## src/rtl/seg_scan_decoder.sv

```systemverilog
// -----------------------------------------------------------------------------
// seg_scan_decoder
//
// Reader side of a multiplexed seven-segment display bus. The active-low anode
// select and segment bus are synchronised, checked for a stable one-hot-low
// anode, and once a value has held for STABLE_CYCLES synchronised cycles the
// segment pattern is decoded back to its 4-bit symbol code and stored in the
// slot of the selected digit.
//
// Ports
//   clk         system clock
//   rst         asynchronous, active-high reset
//   an          anode select, active low (one low bit selects a digit)
//   seg         segment bus, active low; bit7..bit1 = a..g, bit0 = dp
//   digits      decoded codes, digit i in bits [4i+3:4i]
//   digit_err   bit i set when the last capture of digit i was undecodable
//   upd         one-cycle pulse per capture
//   upd_idx     digit index of the current capture (valid with upd)
//   upd_code    code written by the current capture (valid with upd)
//   frame_done  one-cycle pulse when every digit was captured since last pulse
// -----------------------------------------------------------------------------
module seg_scan_decoder #(
    parameter  int DIGITS        = 8,
    parameter  int STABLE_CYCLES = 4,
    localparam int IDXW          = $clog2(DIGITS)
) (
    input  logic                  clk,
    input  logic                  rst,
    input  logic [DIGITS-1:0]     an,
    input  logic [7:0]            seg,
    output logic [DIGITS*4-1:0]   digits,
    output logic [DIGITS-1:0]     digit_err,
    output logic                  upd,
    output logic [IDXW-1:0]       upd_idx,
    output logic [3:0]            upd_code,
    output logic                  frame_done
);

    // The counter only needs to reach STABLE_CYCLES-1; it saturates there.
    localparam int              CNTW    = (STABLE_CYCLES > 1) ? $clog2(STABLE_CYCLES) : 1;
    localparam logic [CNTW-1:0] CNT_MAX = CNTW'(STABLE_CYCLES - 1);

    typedef enum logic [1:0] {
        S_IDLE,
        S_SETTLE,
        S_CAPT
    } state_t;

    // Segment pattern to {err, code}. Unknown patterns report code E with err.
    function automatic logic [4:0] f_decode(input logic [7:0] s);
        logic [4:0] r;
        case (s)
            8'h03:   r = {1'b0, 4'h0};
            8'h9F:   r = {1'b0, 4'h1};
            8'h25:   r = {1'b0, 4'h2};
            8'h0D:   r = {1'b0, 4'h3};
            8'h99:   r = {1'b0, 4'h4};
            8'h49:   r = {1'b0, 4'h5};
            8'hC1:   r = {1'b0, 4'h6};
            8'h1F:   r = {1'b0, 4'h7};
            8'h01:   r = {1'b0, 4'h8};
            8'h19:   r = {1'b0, 4'h9};
            8'hFE:   r = {1'b0, 4'hA};  // dot only
            8'h81:   r = {1'b0, 4'hB};  // hash
            8'hFF:   r = {1'b0, 4'hF};  // blank
            default: r = {1'b1, 4'hE};
        endcase
        return r;
    endfunction

    // ---------------------------------------------------------------- sync
    logic [DIGITS-1:0] r_an_s1, r_an_s2, r_an_p;
    logic [7:0]        r_seg_s1, r_seg_s2, r_seg_p;

    // Sync flops and the previous-cycle copy all reset to the idle bus value,
    // so a digit already selected when reset drops is seen as a fresh change.
    always_ff @(posedge clk or posedge rst) begin
        if (rst) begin
            r_an_s1  <= '1;
            r_an_s2  <= '1;
            r_an_p   <= '1;
            r_seg_s1 <= '1;
            r_seg_s2 <= '1;
            r_seg_p  <= '1;
        end else begin
            r_an_s1  <= an;
            r_an_s2  <= r_an_s1;
            r_an_p   <= r_an_s2;
            r_seg_s1 <= seg;
            r_seg_s2 <= r_seg_s1;
            r_seg_p  <= r_seg_s2;
        end
    end

    // ------------------------------------------------------- anode decode
    logic [DIGITS-1:0] w_an_inv;
    logic              w_onehot;
    logic [IDXW-1:0]   w_idx;

    assign w_an_inv = ~r_an_s2;
    assign w_onehot = ($countones(w_an_inv) == 1);

    always_comb begin
        w_idx = '0;
        for (int i = 0; i < DIGITS; i++) begin
            if (w_an_inv[i]) w_idx = IDXW'(i);
        end
    end

    // ------------------------------------------------------ settle / FSM
    state_t          r_state, w_state_nxt;
    logic [CNTW-1:0] r_cnt, w_cnt_nxt, w_run;
    logic            w_changed;
    logic            w_capture;
    logic [4:0]      w_dec;

    assign w_changed = ({r_an_s2, r_seg_s2} != {r_an_p, r_seg_p});
    assign w_dec     = f_decode(r_seg_s2);

    // w_run is the number of cycles the current synchronised value has been
    // held, minus one: 0 on the cycle of a change. A capture fires on the
    // cycle it reaches STABLE_CYCLES-1, and only once per held value.
    always_comb begin
        w_run = '0;
        if (!w_changed) begin
            w_run = (r_cnt == CNT_MAX) ? r_cnt : r_cnt + CNTW'(1);
        end
    end

    assign w_capture = w_onehot && (w_run == CNT_MAX) &&
                       (w_changed || (r_state != S_CAPT));

    always_comb begin
        w_state_nxt = r_state;
        w_cnt_nxt   = w_run;
        case (r_state)
            S_IDLE: begin
                if (!w_onehot) begin
                    w_cnt_nxt = '0;
                end else if (w_capture) begin
                    w_state_nxt = S_CAPT;
                end else begin
                    w_state_nxt = S_SETTLE;
                end
            end
            S_SETTLE: begin
                if (!w_onehot) begin
                    w_state_nxt = S_IDLE;
                    w_cnt_nxt   = '0;
                end else if (w_capture) begin
                    w_state_nxt = S_CAPT;
                end
            end
            S_CAPT: begin
                if (!w_onehot) begin
                    w_state_nxt = S_IDLE;
                    w_cnt_nxt   = '0;
                end else if (w_changed) begin
                    // With STABLE_CYCLES = 1 the new value captures at once.
                    w_state_nxt = w_capture ? S_CAPT : S_SETTLE;
                end
            end
            default: begin
                w_state_nxt = S_IDLE;
                w_cnt_nxt   = '0;
            end
        endcase
    end

    always_ff @(posedge clk or posedge rst) begin
        if (rst) begin
            r_state <= S_IDLE;
            r_cnt   <= '0;
        end else begin
            r_state <= w_state_nxt;
            r_cnt   <= w_cnt_nxt;
        end
    end

    // ------------------------------------------------- storage and frame
    logic [DIGITS-1:0][3:0] r_digits;
    logic [DIGITS-1:0]      r_err;
    logic [DIGITS-1:0]      r_seen;
    logic [DIGITS-1:0]      w_seen_set;
    logic                   w_frame;
    logic                   r_upd, r_frame;
    logic [IDXW-1:0]        r_upd_idx;
    logic [3:0]             r_upd_code;

    assign w_seen_set = r_seen | (DIGITS'(1) << w_idx);
    assign w_frame    = &w_seen_set;

    always_ff @(posedge clk or posedge rst) begin
        if (rst) begin
            r_digits   <= {DIGITS{4'hF}};
            r_err      <= '0;
            r_seen     <= '0;
            r_upd      <= 1'b0;
            r_upd_idx  <= '0;
            r_upd_code <= '0;
            r_frame    <= 1'b0;
        end else begin
            r_upd   <= w_capture;
            r_frame <= w_capture && w_frame;
            if (w_capture) begin
                r_digits[w_idx] <= w_dec[3:0];
                r_err[w_idx]    <= w_dec[4];
                r_upd_idx       <= w_idx;
                r_upd_code      <= w_dec[3:0];
                // The completing capture clears the mask so the next frame
                // starts empty.
                r_seen          <= w_frame ? '0 : w_seen_set;
            end
        end
    end

    assign digits     = r_digits;
    assign digit_err  = r_err;
    assign upd        = r_upd;
    assign upd_idx    = r_upd_idx;
    assign upd_code   = r_upd_code;
    assign frame_done = r_frame;

endmodule

```

## config.mk

```make
export PLATFORM = sky130hd
export DESIGN_NAME = seg_scan_decoder
export DESIGN_NICKNAME = d
export VERILOG_FILES = /design/src/rtl/seg_scan_decoder.sv
export SDC_FILE = /design/constraint.sdc
export NUM_CORES = 1
export LEC_CHECK = 0
export ABC_AREA = 1
export BUFFER_PORTS_ARGS = -buffer_cell sky130_fd_sc_hd__clkbuf_2
export CAP_MARGIN = 5
export CORE_ASPECT_RATIO = 0.7
export CORE_UTILIZATION = 50
export CTS_BUF_LIST = sky130_fd_sc_hd__clkbuf_4 sky130_fd_sc_hd__clkbuf_8
export CTS_CLUSTER_SIZE = 16
export DETAILED_ROUTE_END_ITERATION = 16
export HOLD_SLACK_MARGIN = 0.05
export PLACE_DENSITY = 0.68
export SLEW_MARGIN = 20
export SYNTH_ARGS = -nofsm -noshare
export SYNTH_HDL_FRONTEND = slang
export SYNTH_SLANG_ARGS = --single-unit
```

## constraint.sdc

```tcl
create_clock -name clk -period 4.5 [get_ports clk]
set_input_delay 0 -clock clk [delete_from_list [all_inputs] [get_ports clk]]
set_output_delay 0 -clock clk [all_outputs]
set_load 0.02 [all_outputs]
```

-- Word-level counts from Yosys, hierarchy flattened
Index checks and enable logic that the tools add are counted.
- $add $sub $neg: 8
- multiply operators: 0
- divide/modulo/power cells: 0
- order comparisons: 2
- eq/ne operators: 23
- shifts and indexed selects: 1
- mux-type cells: 26
- bitwise logic cells: 2
- reductions and logical operators: 9
- operators with widths (cell ; number):
    5-bit one-hot mux with 13 select lines ; 1
    8-bit equality test, second input constant ; 6
    32-bit bitwise mux ; 1
    2-bit 2-to-1 mux ; 10
    3-bit 2-to-1 mux ; 6
    8-bit by 5-bit equality test with 1-bit output, second input constant ; 2
    16-bit inequality test ; 1
    4-bit demux with 3-bit select ; 1
    1-bit by 1-bit adder with 2-bit output ; 4
    8-bit bitwise mux ; 1
    8-bit by 1-bit equality test with 1-bit output, second input constant ; 1
    8-bit by 2-bit equality test with 1-bit output, second input constant ; 1
    8-bit by 4-bit equality test with 1-bit output, second input constant ; 1
    8-bit by 6-bit equality test with 1-bit output, second input constant ; 1
    8-bit by 7-bit equality test with 1-bit output, second input constant ; 1
    8-bit 2-to-1 mux ; 1
    8-bit NOT ; 1
    8-bit OR ; 1
    8-bit AND reduction ; 1
    1-bit by 3-bit << shifter with 8-bit output, first input constant ; 1
    2-bit by 2-bit adder with 3-bit output ; 2
    2-bit equality test, second input constant ; 3
    3-bit inequality test, second input constant ; 2
    2-bit one-hot mux with 3 select lines ; 1
    15 further kinds ; 20
- bits in registers: 109
- bits in latches: 0
- bits in writable memories: 0
- ROM bits: 0
- bits of input ports: 18
- output and inout bits: 49
- word-level logic and storage cells: 93
- memories kept: 0

-- Logic depth before layout (Yosys ltp)
- depth in word-level cells: 13
- depth in mapped cells: 19
- gate-level depth less buffers: 18

-- Worst setup path after synthesis
OpenSTA, ideal clock, no wires.
- path kind: reg-to-reg
- start point: reg r_an_s2[1]
- end point: reg r_seen[1]
- library setup time: 0.120 ns
- data arrival time: 3.649 ns
- data required time: 4.380 ns
- slack: 0.731 ns
- stages on the path, launching flop included: 18
- buffers on the path: 1
- cell sequence: dfstp_2 -> fa_1 -> inv_1 -> fa_1 -> fa_1 -> ha_1 -> inv_1 -> fa_1 -> nand2_1 -> inv_1 -> o21ai_0 -> a21oi_1 -> nand3_1 -> nor2_4 -> buf_12 -> nand3_4 -> nor2_4 -> nor2_1
- cells in the longest elaborated chain, start to end: 12
- elaborated cells on any way between the ends: 22
- those cells by class: add/sub (3); eq/ne (3); shift (1); mux (9); bitwise (2); reduce/logical (4)
- RTL lines (item ; RTL line ; RTL):
    from (decl) ; 72 ; logic [DIGITS-1:0] r_an_s1, r_an_s2, r_an_p;
    from (signal assigned) ; 87 ; r_an_s2 <= r_an_s1;
    8-bit NOT ; 100 ; assign w_an_inv = ~r_an_s2;
    1-bit 2-to-1 mux ; 106 ; if (w_an_inv[i]) w_idx = IDXW'(i);
    3-bit 2-to-1 mux (6 in series) ; 106 ;
    1-bit by 3-bit << shifter with 8-bit output ; 190 ; assign w_seen_set = r_seen | (DIGITS'(1) << w_idx);
    8-bit OR ; 190 ;
    8-bit AND reduction ; 191 ; assign w_frame = &w_seen_set;
    8-bit 2-to-1 mux ; 212 ; r_seen <= w_frame ? '0 : w_seen_set;
    to (signal assigned) ; 212 ;
    to (decl) ; 183 ; logic [DIGITS-1:0] r_seen;
Parallel ways exist; a longest one is shown, timed or not.
A chain may end at the register's enable or synchronous reset.

-- Final worst setup path
- start point: reg r_an_s2[3]
- end point: reg r_digits, in the netlist digits[22]
- cells in the longest elaborated chain, start to end: 11
- elaborated cells on any way between the ends: 22
- those cells by class: add/sub (3); order compare (2); eq/ne (3); mux (9); bitwise (1); reduce/logical (4)
- RTL lines (item ; RTL line ; RTL):
    8-bit NOT ; 100 ;
    3-bit 2-to-1 mux (5 in series) ; 106 ;
    3-bit by 4-bit less-than comparator with 1-bit output (implied by the code) / 3-bit by 1-bit greater-or-equal comparator with 1-bit output (equally long branches) ; 206 ; r_digits[w_idx] <= w_dec[3:0];
    1-bit logical AND (implied by the code) ; 206 ;
    4-bit 2-to-1 mux (implied by the code) ; 206 ;
    4-bit demux with 3-bit select ; 206 ;
    32-bit bitwise mux ; 206 ;
    to (signal assigned) ; 195 ; r_digits <= {DIGITS{4'hF}};
    to (signal, indexed assignment) ; 206 ;
    to (decl) ; 181 ; logic [DIGITS-1:0][3:0] r_digits;
Parallel ways exist; a longest one is shown, timed or not.

==> qor.txt <==
outcome: completed
overall global routing resource usage: 20.2%
# setup viols final: 0
Crit Path Class: flop to flop
most common cell after layout, fill and taps aside: nand2_1
setup repair after global routing missed its margin: no
worst hold margin: 0.247 ns
#FFs+latches synth: 109
mux contribution to synthesized area: 0%
total power draw: 0.00184 W
largest net degree at the start of global routing: 59
Port Buffers: 66
CTS clk-pin slew, worst paths: 0.09 ns
Core ar.: 9030 sq um
Critical Path Max Stage Delay: 0.59 ns
dpl cell area: 5130 sq um
vias per inst: 4.75
crit start category: flop
Initial Util: 51.5%
initial antenna violation count: 0
FMAX: 240 MHz
CTS sink count: 109
Core Rows: 29
final net count: 604
die width: 117 microns
commonest non-fill, non-tap cells in the layout: nand2_1, dfstp_2, inv_1
via count: 3362
Slew headroom: 54.1%
clk buf depth: 2
cell count after synthesis: 482
final global-route overflow total: 0
minimum clock period: 4.16 ns
drt total wl: 8.90 mm
Pleak: 2.79 nW
share of post-route cells with drive strength above 1: 32.9%
syn_area_per_cell: 9.65 sq um
Critical Path Sink Type: flop
CP delay by family, top: adder cells
CTS tree: done
Max-Cap Viols: 0
worst path cell trace: fa_1 -> inv_1 -> fa_1 -> fa_1 -> ha_1 -> inv_1 -> fa_1 -> nand2_1 -> inv_1 -> o21ai_0 -> a21oi_1 -> nand3_1 -> nor2_4 -> buf_4 -> nand3_4 -> inv_1 -> nand2_1 -> nand2_1
Slew Viols, Final: 0
CTS root buf: clkbuf_8
count of final hold-check violations: 0
Syn Std Cell Area: 4650 sq um
Final Cell Area: 5560 sq um
Crit path arrival time: 4.48 ns
Die Y: 82.7 microns
antenna diode count: 0
worst endpoint required time: 4.82 ns
Post-Syn Nets: 507
maximum vdd drop: 0.229 mV
setup TNS: 0 ns
Slew @ Worst Pin: 0.689 ns
Die Area: 9700 sq um
Crit path buffers/inverters: 5
Netlist cell types: 29
clock latency on the worst-skew pair: 0.37 ns
CTS Buf Count: 9
Routed WL per cell: 12.6 microns
gpl congestion: 0.936
Final Skew: 0.00898 ns
Remaining DRCs: 0
io pins: 67
first-pass GRT wire length: 14.3 mm
PwrDens: 330 nW/um^2
Hold Path Class: primary input to flop
Yosys warning count: 0
CP max-delay cell: dfstp_2
detailed placer's ending HPWL: 6.35 mm
ANT nets after route: 0
Post-Synth XOR/XNOR Area: 1.69%
vias in the first global route: 2938
Adder-Cell Fraction of Synth Area: 2.53%
Iter 0 DRT Violations: 181
area share of and/or/nand/nor cells after synthesis: 24.0%
P&R area growth vs syn: 19.4%
DRT Pass-1 Iters: 4
Synth Area in Compound Gates: 4.63%
fin crit share: 92.5%
Worst Path Max Fanout: 10
H-tree depth: 3
Seq/Total Area, Yosys: 60.8%
largest family of logic cells by synthesized area: simple AND/OR/NAND/NOR gates
[routing by layer]
| layer | track usage (%) | part of all wire, % | vias to the layer above | routed length [microns] |
|---|---|---|---|---|
| met5 | 0 | 0 | - | 0 |
| met4 | 7.09 | 1.1 | 0 | 101 |
| met3 | 5.18 | 4.1 | 9 | 363 |
| met2 | 27.9 | 42 | 73 | 3760 |
| met1 | 30.4 | 53 | 1594 | 4680 |
| li1 | - | - | 1686 | - |
[Yosys cell counts (all sizes together)]
| master | n | area (sq um) |
|---|---|---|
| nor3b | 1 | 7.51 |
| buf | 3 | 30.0 |
| o21ai | 28 | 140 |
| nand3 | 28 | 220 |
| dfrtp | 29 | 726 |
| fa | 4 | 80.1 |
| ha | 3 | 37.5 |
| xnor2 | 9 | 78.8 |
| inv | 70 | 263 |
| nand3b | 1 | 7.51 |
| nor2 | 46 | 203 |
| nand2 | 157 | 597 |
| nand4 | 5 | 61.3 |
| clkinv | 1 | 3.75 |
| dfstp | 80 | 2100 |
| a211oi | 1 | 7.51 |
| o21a | 2 | 15.0 |
| o22ai | 2 | 12.5 |
| nor3 | 4 | 20.0 |
| a21oi | 8 | 40.0 |
[worst paths after layout]
kind | start | endpoint | slack (ns) | cells after the start
worst min-delay path | seg[6] | r_seg_s1[6] | 0.25 | 2
worst max register to register | r_an_s2[3] | digits[22] | 0.34 | 18
max in group asynchronous | rst | digit_err[5] | 3.13 | 4
worst min register to register | r_an_s1[0] | r_an_s2[0] | 0.36 | 0
min in group asynchronous | rst | upd_idx[2] | 0.27 | 3
worst max-delay path | r_an_s2[3] | digits[22] | 0.34 | 18
[state kept, by name (all words and copies together) (netlist names), 4 cells and up]
signal / cells
r_an_p: 8
r_seg_s2: 8
r_an_s2: 8
r_seg_s1: 8
r_an_s1: 8
r_seen: 8
digit_err: 8
upd_code: 4
digits: 32
r_seg_p: 8
[report_power, final]
group / internal, W / switching, W / leakage, nW
Clock: 0.000333 / 0.000314 / 0.115
Combinational: 0.0000569 / 0.0000880 / 1.44
Sequential: 0.00102 / 0.0000203 / 1.24
[cell type report]
cell class                      instances  area [sq um]
Fill cell                             787          3480
Sequential cell                       109          2830
Multi-Input combinational cell        299          1540
Timing Repair Buffer                   89           546
Inverter                               71           273
Tap cell                              124           155
Clock buffer                           12           146
Clock inverter                          4          73.8
[stage by stage]
step / util (%) / setup WS [ns] / instances
6_report: 61.5 / 0.338 / 708
4_1_cts: 61.1 / 0.280 / 705
3_5_place_dp: 56.8 / 0.295 / 672
3_3_place_gp: 56.8 / 0.408 / 672
2_1_floorplan: - / 0.731 / 482
5_1_grt: 61.5 / 0.0212 / 708
[logic make-up after synthesis]
family | count (synthesis)
compound gates | 41
xor+xnor | 9
fa+ha+maj | 7
buf+inv | 74
flops | 109
simple gates | 242
[timing repair]
item	CTS	global route
hold endpoints to repair	27	0
setup endpoints to repair	0	20
gates resized for setup	0	3
setup buffers	0	3
hold buffers	17	0
Note: power is estimated with default switching activity, not from simulation.
